File: config.mk
export PLATFORM = sky130hd
export DESIGN_NAME = alu_nibble_sequencer
export DESIGN_NICKNAME = d
export VERILOG_FILES = /design/src/rtl/alu_nibble_sequencer.sv
export SDC_FILE = /design/constraint.sdc
export NUM_CORES = 1
export LEC_CHECK = 0
export CAP_MARGIN = 20
export CORE_UTILIZATION = 51
export CTS_BUF_LIST = sky130_fd_sc_hd__clkbuf_8
export DETAILED_ROUTE_END_ITERATION = 12
export PLACE_DENSITY_LB_ADDON = 0.25
export SLEW_MARGIN = 20
export SYNTH_ARGS = -nofsm -noshare
export SYNTH_HDL_FRONTEND = slang
export SYNTH_SLANG_ARGS = --single-unit
File: constraint.sdc
create_clock -name clk -period 2.26 [get_ports clk]
set_input_delay 0.339 -clock clk [delete_from_list [all_inputs] [get_ports clk]]
set_output_delay 0.339 -clock clk [all_outputs]
set_load 0.005 [all_outputs]
File: src/rtl/alu_nibble_sequencer.sv
// alu_nibble_sequencer
// Runs a full-width XOR/AND/OR/ADD by stepping one shared 4-bit combinational
// slice over N_PASS cycles, least-significant nibble first. The carry ripples
// between passes through a register. Commands arrive and results leave on
// valid/ready handshakes.
module alu_nibble_sequencer #(
  parameter int N_PASS = 2
) (
  input  logic                  clk,
  input  logic                  rst_n,
  input  logic                  cmd_valid,
  output logic                  cmd_ready,
  input  logic [1:0]            cmd_op,
  input  logic [4*N_PASS-1:0]   cmd_a,
  input  logic [4*N_PASS-1:0]   cmd_b,
  output logic [3:0]            slice_a,
  output logic [3:0]            slice_b,
  output logic [1:0]            slice_op,
  output logic                  slice_cin,
  input  logic [3:0]            slice_y,
  input  logic                  slice_cout,
  output logic                  res_valid,
  input  logic                  res_ready,
  output logic [4*N_PASS-1:0]   res_y,
  output logic                  res_carry,
  output logic                  res_zero,
  output logic                  busy
);

  localparam int         DW     = 4 * N_PASS;
  localparam logic [1:0] OP_ADD = 2'b11;

  typedef enum logic [1:0] {
    S_IDLE = 2'b00,
    S_RUN  = 2'b01,
    S_DONE = 2'b10
  } state_t;

  state_t          r_state;
  state_t          w_state_nxt;
  logic [DW-1:0]   r_a;
  logic [DW-1:0]   r_b;
  logic [DW-1:0]   r_y;
  logic [1:0]      r_op;
  logic            r_carry;
  logic [3:0]      r_p;
  logic            w_accept;
  logic            w_last;

  // Handshake qualifiers: accept only in IDLE; last pass when counter hits N_PASS-1.
  always_comb begin
    w_accept = (r_state == S_IDLE) && cmd_valid;
    w_last   = (r_p == 4'(N_PASS - 1));
  end

  // State register.
  always_ff @(posedge clk or negedge rst_n) begin
    if (!rst_n) begin
      r_state <= S_IDLE;
    end else begin
      r_state <= w_state_nxt;
    end
  end

  // Next-state logic.
  always_comb begin
    w_state_nxt = r_state;
    case (r_state)
      S_IDLE: begin
        if (cmd_valid) begin
          w_state_nxt = S_RUN;
        end else begin
          w_state_nxt = S_IDLE;
        end
      end
      S_RUN: begin
        if (w_last) begin
          w_state_nxt = S_DONE;
        end else begin
          w_state_nxt = S_RUN;
        end
      end
      S_DONE: begin
        if (res_ready) begin
          w_state_nxt = S_IDLE;
        end else begin
          w_state_nxt = S_DONE;
        end
      end
      default: begin
        w_state_nxt = S_IDLE;
      end
    endcase
  end

  // Operand/result datapath. Operands shift right one nibble per pass so the
  // current nibble is always bits [3:0]; the slice result enters at the top of
  // r_y and after N_PASS shifts every nibble sits in its final position.
  always_ff @(posedge clk or negedge rst_n) begin
    if (!rst_n) begin
      r_a     <= '0;
      r_b     <= '0;
      r_y     <= '0;
      r_op    <= 2'b00;
      r_carry <= 1'b0;
      r_p     <= 4'd0;
    end else if (w_accept) begin
      r_a     <= cmd_a;
      r_b     <= cmd_b;
      r_y     <= '0;
      r_op    <= cmd_op;
      r_carry <= 1'b0;
      r_p     <= 4'd0;
    end else if (r_state == S_RUN) begin
      r_a     <= r_a >> 4;
      r_b     <= r_b >> 4;
      r_y     <= (r_y >> 4) | (DW'(slice_y) << (DW - 4));
      r_carry <= (r_op == OP_ADD) ? slice_cout : 1'b0;
      r_p     <= r_p + 4'd1;
    end else begin
      r_a     <= r_a;
      r_b     <= r_b;
      r_y     <= r_y;
      r_op    <= r_op;
      r_carry <= r_carry;
      r_p     <= r_p;
    end
  end

  // Output decode from registered state; slice inputs are forced to 0 outside RUN.
  always_comb begin
    slice_a   = 4'h0;
    slice_b   = 4'h0;
    slice_op  = 2'b00;
    slice_cin = 1'b0;
    if (r_state == S_RUN) begin
      slice_a   = r_a[3:0];
      slice_b   = r_b[3:0];
      slice_op  = r_op;
      slice_cin = (r_op == OP_ADD) ? r_carry : 1'b0;
    end else begin
      slice_a   = 4'h0;
      slice_b   = 4'h0;
      slice_op  = 2'b00;
      slice_cin = 1'b0;
    end
    cmd_ready = (r_state == S_IDLE);
    res_valid = (r_state == S_DONE);
    busy      = (r_state != S_IDLE);
    res_y     = r_y;
    res_carry = r_carry;
    res_zero  = (r_state == S_DONE) && (r_y == '0);
  end

endmodule

==> summary.txt, run 1 <==
Outcome
  – Status: complete, no violations

Synth
  – Synth area leader: dfrtp_1
  – Adder-Cell Fraction of Synth Area: 1.54%
  – Compound-gate portion of the synthesized area: 6.62%
  – Largest cells by area after synthesis: dfrtp_1 51%, nand2_1 13%, nand3_2 11%
  – Mapped Cells: 163
  – Synth unique cells: 26
  – Largest family of logic cells by synthesized area: simple AND/OR/NAND/NOR gates
  – Simple-gate share of the synthesized area: 35.1%
  – Synth Flop Type: dfrtp_1
  – Yosys reg bits: 33
  – FFs w/ async S/R, synth: 100%
  – Mux cell area share after synthesis: 0.615%
  – Share of the synthesized area in the top cell type: 50.8%
  – Mapped Nets: 192
  – Mean post-synth cell area: 9.98 sq um
  – Synth Cell Area: 1630 sq um
  – Number of synthesized flops with an enable pin: 0
  – Sequential area share after synthesis: 50.8%
  – Xor and xnor area share after synthesis: 0%
  – Synthesis warning total: 0

Die
  – Die Y: 58.5 microns
  – Die Span X: 58.5 microns
  – # rows: 20
  – Die area: 3420 sq um
  – CORE AREA: 3030 sq um
  – Starting density of the core: 53.7%
  – Top-level I/O count: 51

Routing
  – Routed Antenna Nets: 0
  – DRC viols: 0
  – Iter 0 DRT Violations: 95
  – Final WL: 3600 microns
  – Vias per cell: 5.04
  – First-pass DRT Iterations: 4
  – Drt wl/cell: 13.7 microns
  – Vias: 1,320

Timing
  – Clk_skew: 5.10 ps
  – Final period util: 95.1%
  – Final setup fails: 0
  – Final slew viol count: 0
  – Final hold violation count: 0
  – Slew @ Worst Pin: 742 ps
  – Achievable Freq: 465 MHz
  – Final hold slack: 459 ps
  – Final worst slack: 112 ps
  – Max-slew headroom: 50.4%
  – Min Tclk post-route: 2150 ps

Finish
  – Commonest non-fill, non-tap cell in the layout: nand2_1
  – Sequential cell area: 826 sq um
  – Area Growth Syn to Fin: 40.9%
  – Layout Nets: 246
  – Fill cells: 211
  – Most frequent cells in the layout: 57 x nand2_1, 50 x clkdlybuf4s50_1, 33 x dfrtp_1, 18 x nand3_2, 10 x and2_1
  – Post-layout util: 75.7%
  – Ant. Diodes: 0
  – Post-route cell area: 2290 sq um
  – Area of the multi-input gates: 721 sq um
  – Share of layout cells above drive strength 1: 17.4%

Power
  – Power Density: 1350 nW/um^2
  – Peak VDD IR: 932 uV
  – Clock power frac: 21.4%
  – Seq pwr share: 34.6%
  – Leak Pwr: 1.08 nW
  – Sw Share: 36.6%
  – Internal power: 1.96 mW
  – Comb power frac: 44.0%
  – Sw power: 1.13 mW

Critical path
  – Crit-path leading delay family: simple AND/OR/NAND/NOR gates
  – CP Buf/Inv Count: 1
  – Stages on the worst setup path: 4
  – CP max-delay cell: clkdlybuf4s50_1
  – CP startpoint kind: flip-flop
  – WS Path Type: flip-flop to output pin
  – CP required: 1920 ps
  – Crit. End Element: output pin
  – FF-to-FF path depth: 4
  – CP cell instances: nor2b_4, and2_1, and3_1, clkdlybuf4s50_1
  – Highest fanout seen on the critical path: 8
  – Crit path DAT: 1810 ps
  – Peak per-stage delay on the critical path: 500 ps

Place
  – Port bufs: 50
  – GP Congestion: 0.797
  – DP HPWL: 2460 microns
  – Pre-CTS setup slack: 323 ps
  – Placed Area: 2150 sq um

Global route
  – Total Routing Usage GR: 23.5%
  – Largest net degree at the start of global routing: 34
  – Vias in the first global route: 1,276
  – Initial antenna violation count: 0
  – Remaining Overflow, GRT: 0
  – Global-route wire length before repair: 5910 microns

Clock tree
  – CTS root buf: clkbuf_8
  – CTS tree: done
  – Clock Latency Late Sink: 280 ps
  – Post-CTS Setup Inserts: 0
  – Gates resized, CTS repair: 1
  – TritonCTS Buffers: 5
  – Clock Path Buffers: 2
  – Worst-path clk slew: 70 ps
  – Hold_buf cts: 0
  – CTS HTree Levels: 2
  – Clock sinks: 33

Min path
  – Min-delay worst type: input port to async pin

Job
  – Max-cap viol count: 0
stage by stage:
step	instances	power [mW]	setup TNS (ps)
after floorplan	163	1.89	0
after global placement	254	2.36	0
after detailed placement	254	2.42	0
after CTS	262	3.10	0
after global routing	262	3.31	-4.94
final	262	3.09	0
registers in the layout (all words and copies together) (netlist names):
signal and count:
r_p 4, res_y 8, r_b 8, r_a 8, res_carry 1, r_state 2
r_op 2
cell families after synthesis:
| logic type | count (synthesis) |
|---|---|
| simple gates | 101 |
| compound gates | 15 |
| fa+ha+maj | 2 |
| flops | 33 |
| mux | 1 |
| buf+inv | 11 |
synth_stat cells (3+ instances only):
library cell / number
and2_1: 10
nand3_2: 18
dfrtp_1: 33
buf_6: 4
o21ai_1: 3
a22oi_1: 8
buf_4: 4
nand2_1: 57
area by class of cell:
cell class	count	share of cell area [%]
Timing Repair Buffer	56	24.0
Clock buffer	5	3.00
Tap cell	44	2.40
Clock inverter	3	2.84
Sequential cell	33	36.0
Inverter	2	0.328
Multi-Input combinational cell	119	31.4
path summary, 6_finish.rpt:
kind	from	to	slack (ps)
hold / removal	rst_n	res_y[3]$_DFFE_PN0P_	460
hold reg to reg	r_b[1]$_DFFE_PN0P_	r_b[1]$_DFFE_PN0P_	470
max in group asynchronous	rst_n	res_carry$_DFFE_PN0P_	1510
min in group clk	r_b[1]$_DFFE_PN0P_	r_b[1]$_DFFE_PN0P_	470
setup / recovery	r_state[1]$_DFF_PN0_	slice_cin	110
setup reg to reg	r_state[0]$_DFF_PN0_	r_p[0]$_DFFE_PN0P_	820
power by group through the flow:
| stage | registers [mW] | clock network [mW] | logic, mW |
|---|---|---|---|
| global placement | 1.05 | 0 | 1.30 |
| CTS | 1.06 | 0.670 | 1.37 |
| finish | 1.07 | 0.663 | 1.36 |
| floorplan | 1.03 | 0 | 0.867 |
| global route | 1.10 | 0.700 | 1.51 |
| detailed placement | 1.07 | 0 | 1.35 |
layer usage:
layer,GRT usage (%),vias up,routed length (microns)
met3,5.93,2,134
met2,39.4,29,1900
li1,-,647,-
met4,8.50,0,25
met1,29.7,642,1540
met5,0,-,0
Note: power is estimated with default switching activity, not from simulation.
==> inputs of run 2 (changes only) <==
- CTS_CLUSTER_DIAMETER: unset -> 150
==> results of run 2 <==
Final layout, timing and power as in run 1 (identical DEF).
==> inputs of run 3 (changes only) <==
- CORE_UTILIZATION: 51 -> 41
==> run 3 against run 2 <==
Sequential power about the same. Register-to-register slack better by 30 ps. Flip-flop and latch count did not move. Non-clock buffer count decreased by 1. Global-route usage decreased by 4.1 points. Cell area decreased by 2.6%. Clock skew fell by 3.2 ps. Core utilization decreased by 16 points. Critical path type unchanged.
==> summary.txt, run 3 (synthesis gave the netlist of run 1 again) <==
Critical path
  – Crit path DAT: 1820 ps (about the same)
  – FF-to-FF setup slack: 850 ps (+30 ps)
  – Crit Reg-Reg Endpoint: r_p[1]$_DFFE_PN0P_
  – Critical Path End: slice_b[1]
  – CP max-delay cell: clkdlybuf4s50_1
  – Stages on the worst setup path: 4 (unchanged)
  – CP startpoint kind: flip-flop
  – Peak per-stage delay on the critical path: 500 ps (about the same)
  – Crit. End Element: output pin
  – Worst reg2reg path startpoint: r_state[1]$_DFF_PN0_
  – WS Path Type: flip-flop to output pin
  – Highest fanout seen on the critical path: 19 (+11)
  – CP required: 1920 ps (about the same)
  – Worst Setup SP: r_state[0]$_DFF_PN0_
  – FF-to-FF path depth: 3 (-1)
  – CP Buf/Inv Count: 2 (+1)
  – CP cell instances: nor2b_2, buf_6, and2_1, clkdlybuf4s50_1
  – Crit-path leading delay family: buffers and inverters

Global route
  – Remaining Overflow, GRT: 0 (unchanged)
  – Largest net degree at the start of global routing: 34 (unchanged)
  – Global-route wire length before repair: 6050 microns (+2.3%)
  – Total Routing Usage GR: 19.5% (-4.1 points)
  – Vias in the first global route: 1,301 (+2.0%)
  – Initial antenna violation count: 0 (unchanged)

Place
  – Port bufs: 50 (unchanged)
  – Placed Area: 2150 sq um (unchanged)
  – Pre-CTS setup slack: 295 ps (-27.6 ps)
  – DP HPWL: 2560 microns (+4.0%)
  – Placed cell count: 257 (+1.2%)
  – GP Congestion: 0.703 (-12%)

Die
  – Die Span X: 65.0 microns (+11%)
  – CORE AREA: 3740 sq um (+24%)
  – Die Y: 65.0 microns (+11%)
  – Top-level I/O count: 51 (unchanged)
  – Starting density of the core: 43.4% (-10 points)
  – # rows: 22 (+10%)
  – Die area: 4220 sq um (+24%)

Outcome
  – Status: complete, no violations

Routing
  – DRC viols: 0 (unchanged)
  – Drt wl/cell: 13.7 microns (-0.17%)
  – Vias per cell: 5.02 (-0.31%)
  – Routed Antenna Nets: 0 (unchanged)
  – First-pass DRT Iterations: 4 (unchanged)
  – Vias: 1,331 (+0.83%)
  – Iter 0 DRT Violations: 78 (-18%)
  – Final WL: 3630 microns (+0.97%)

Timing
  – Final worst slack: 103 ps (-8.50 ps)
  – Unrepaired setup endpoints after global routing: false
  – Final hold slack: 459 ps (+0.218 ps)
  – Final period util: 95.4% (+0.38 points)
  – Final hold violation count: 0 (unchanged)
  – Slew @ Worst Pin: 721 ps (-20.9 ps)
  – Final slew viol count: 0 (unchanged)
  – Final setup fails: 0 (unchanged)
  – TNS Setup: 0 ps (unchanged)
  – Clk_skew: 1.91 ps (-3.20 ps)
  – Achievable Freq: 464 MHz (-0.39%)
  – Max-slew headroom: 51.8% (+1.4 points)
  – Min Tclk post-route: 2160 ps (+8.50 ps)

Clock tree
  – Clock Latency Late Sink: 280 ps (about the same)
  – Clock Path Buffers: 2 (unchanged)
  – Clock sinks: 33 (unchanged)
  – Hold_buf cts: 0 (unchanged)
  – Worst-path clk slew: 60 ps (about the same)
  – CTS root buf: clkbuf_8
  – CTS tree: done
  – TritonCTS Buffers: 5 (unchanged)
  – CTS HTree Levels: 2 (unchanged)

Finish
  – Layout Cells excl Fill: 265 (+1.1%)
  – Post-route cell area: 2230 sq um (-2.6%)
  – Area Growth Syn to Fin: 37.2%
  – Area of the multi-input gates: 716 sq um (-0.69%)
  – Sequential cell area: 827 sq um (+0.15%)
  – Layout Nets: 245 (-0.41%)
  – Most frequent cells in the layout: 57 x nand2_1, 50 x clkdlybuf4s50_1, 32 x dfrtp_1, 18 x nand3_2, 10 x and2_1
  – Fill cells: 335 (+59%)
  – Ant. Diodes: 0 (unchanged)
  – Commonest non-fill, non-tap cell in the layout: nand2_1
  – Share of layout cells above drive strength 1: 16.1% (-1.3 points)
  – Post-layout util: 59.6% (-16 points)

Power
  – Total chip power: 2.81 mW (-9.2%)
  – Peak VDD IR: 594 uV (-36%)
  – Power Density: 1260 nW/um^2 (-6.8%)
  – Leak Pwr: 1.06 nW (-2.5%)

Job
  – Max-cap viol count: 0 (unchanged)

Min path
  – Min-delay worst type: input port to async pin
==> run 3: per-layer routing <==
layer	GRT usage, %	vias up	part of all wire, %
met4	7.78	0	1.5
li1	-	645	-
met1	23.6	649	43
met5	0	-	0
met3	5.28	6	3.8
met2	32.6	31	52
==> run 3: power breakdown <==
group          internal [mW]  switching [mW]
clock                  0.205           0.202
combinational          0.657           0.658
sequential             0.848           0.237
==> run 3: cell type report <==
class	count	area share, %
clock buffer	5	3.08
multi-input combinational	119	32.1
tap	48	2.69
inverter	2	0.336
sequential	33	37.1
clock inverter	3	0.504
timing repair buffer	55	24.3
==> run 3: what timing repair did <==
item,in CTS,in global routing
resized for setup,1,1
endpoints found under the setup margin,5,7
buffers inserted,0,0
==> run 3: worst min path at each step <==
stage,to,slack (ps),cells after the start
finish,r_state[0]$_DFF_PN0_,460,2
floorplan,r_a[0]$_DFFE_PN0P_,40,0
global placement,r_b[1]$_DFFE_PN0P_,460,2
detailed placement,r_b[2]$_DFFE_PN0P_,460,2
CTS,res_y[3]$_DFFE_PN0P_,470,2
global route,r_state[0]$_DFF_PN0_,490,2
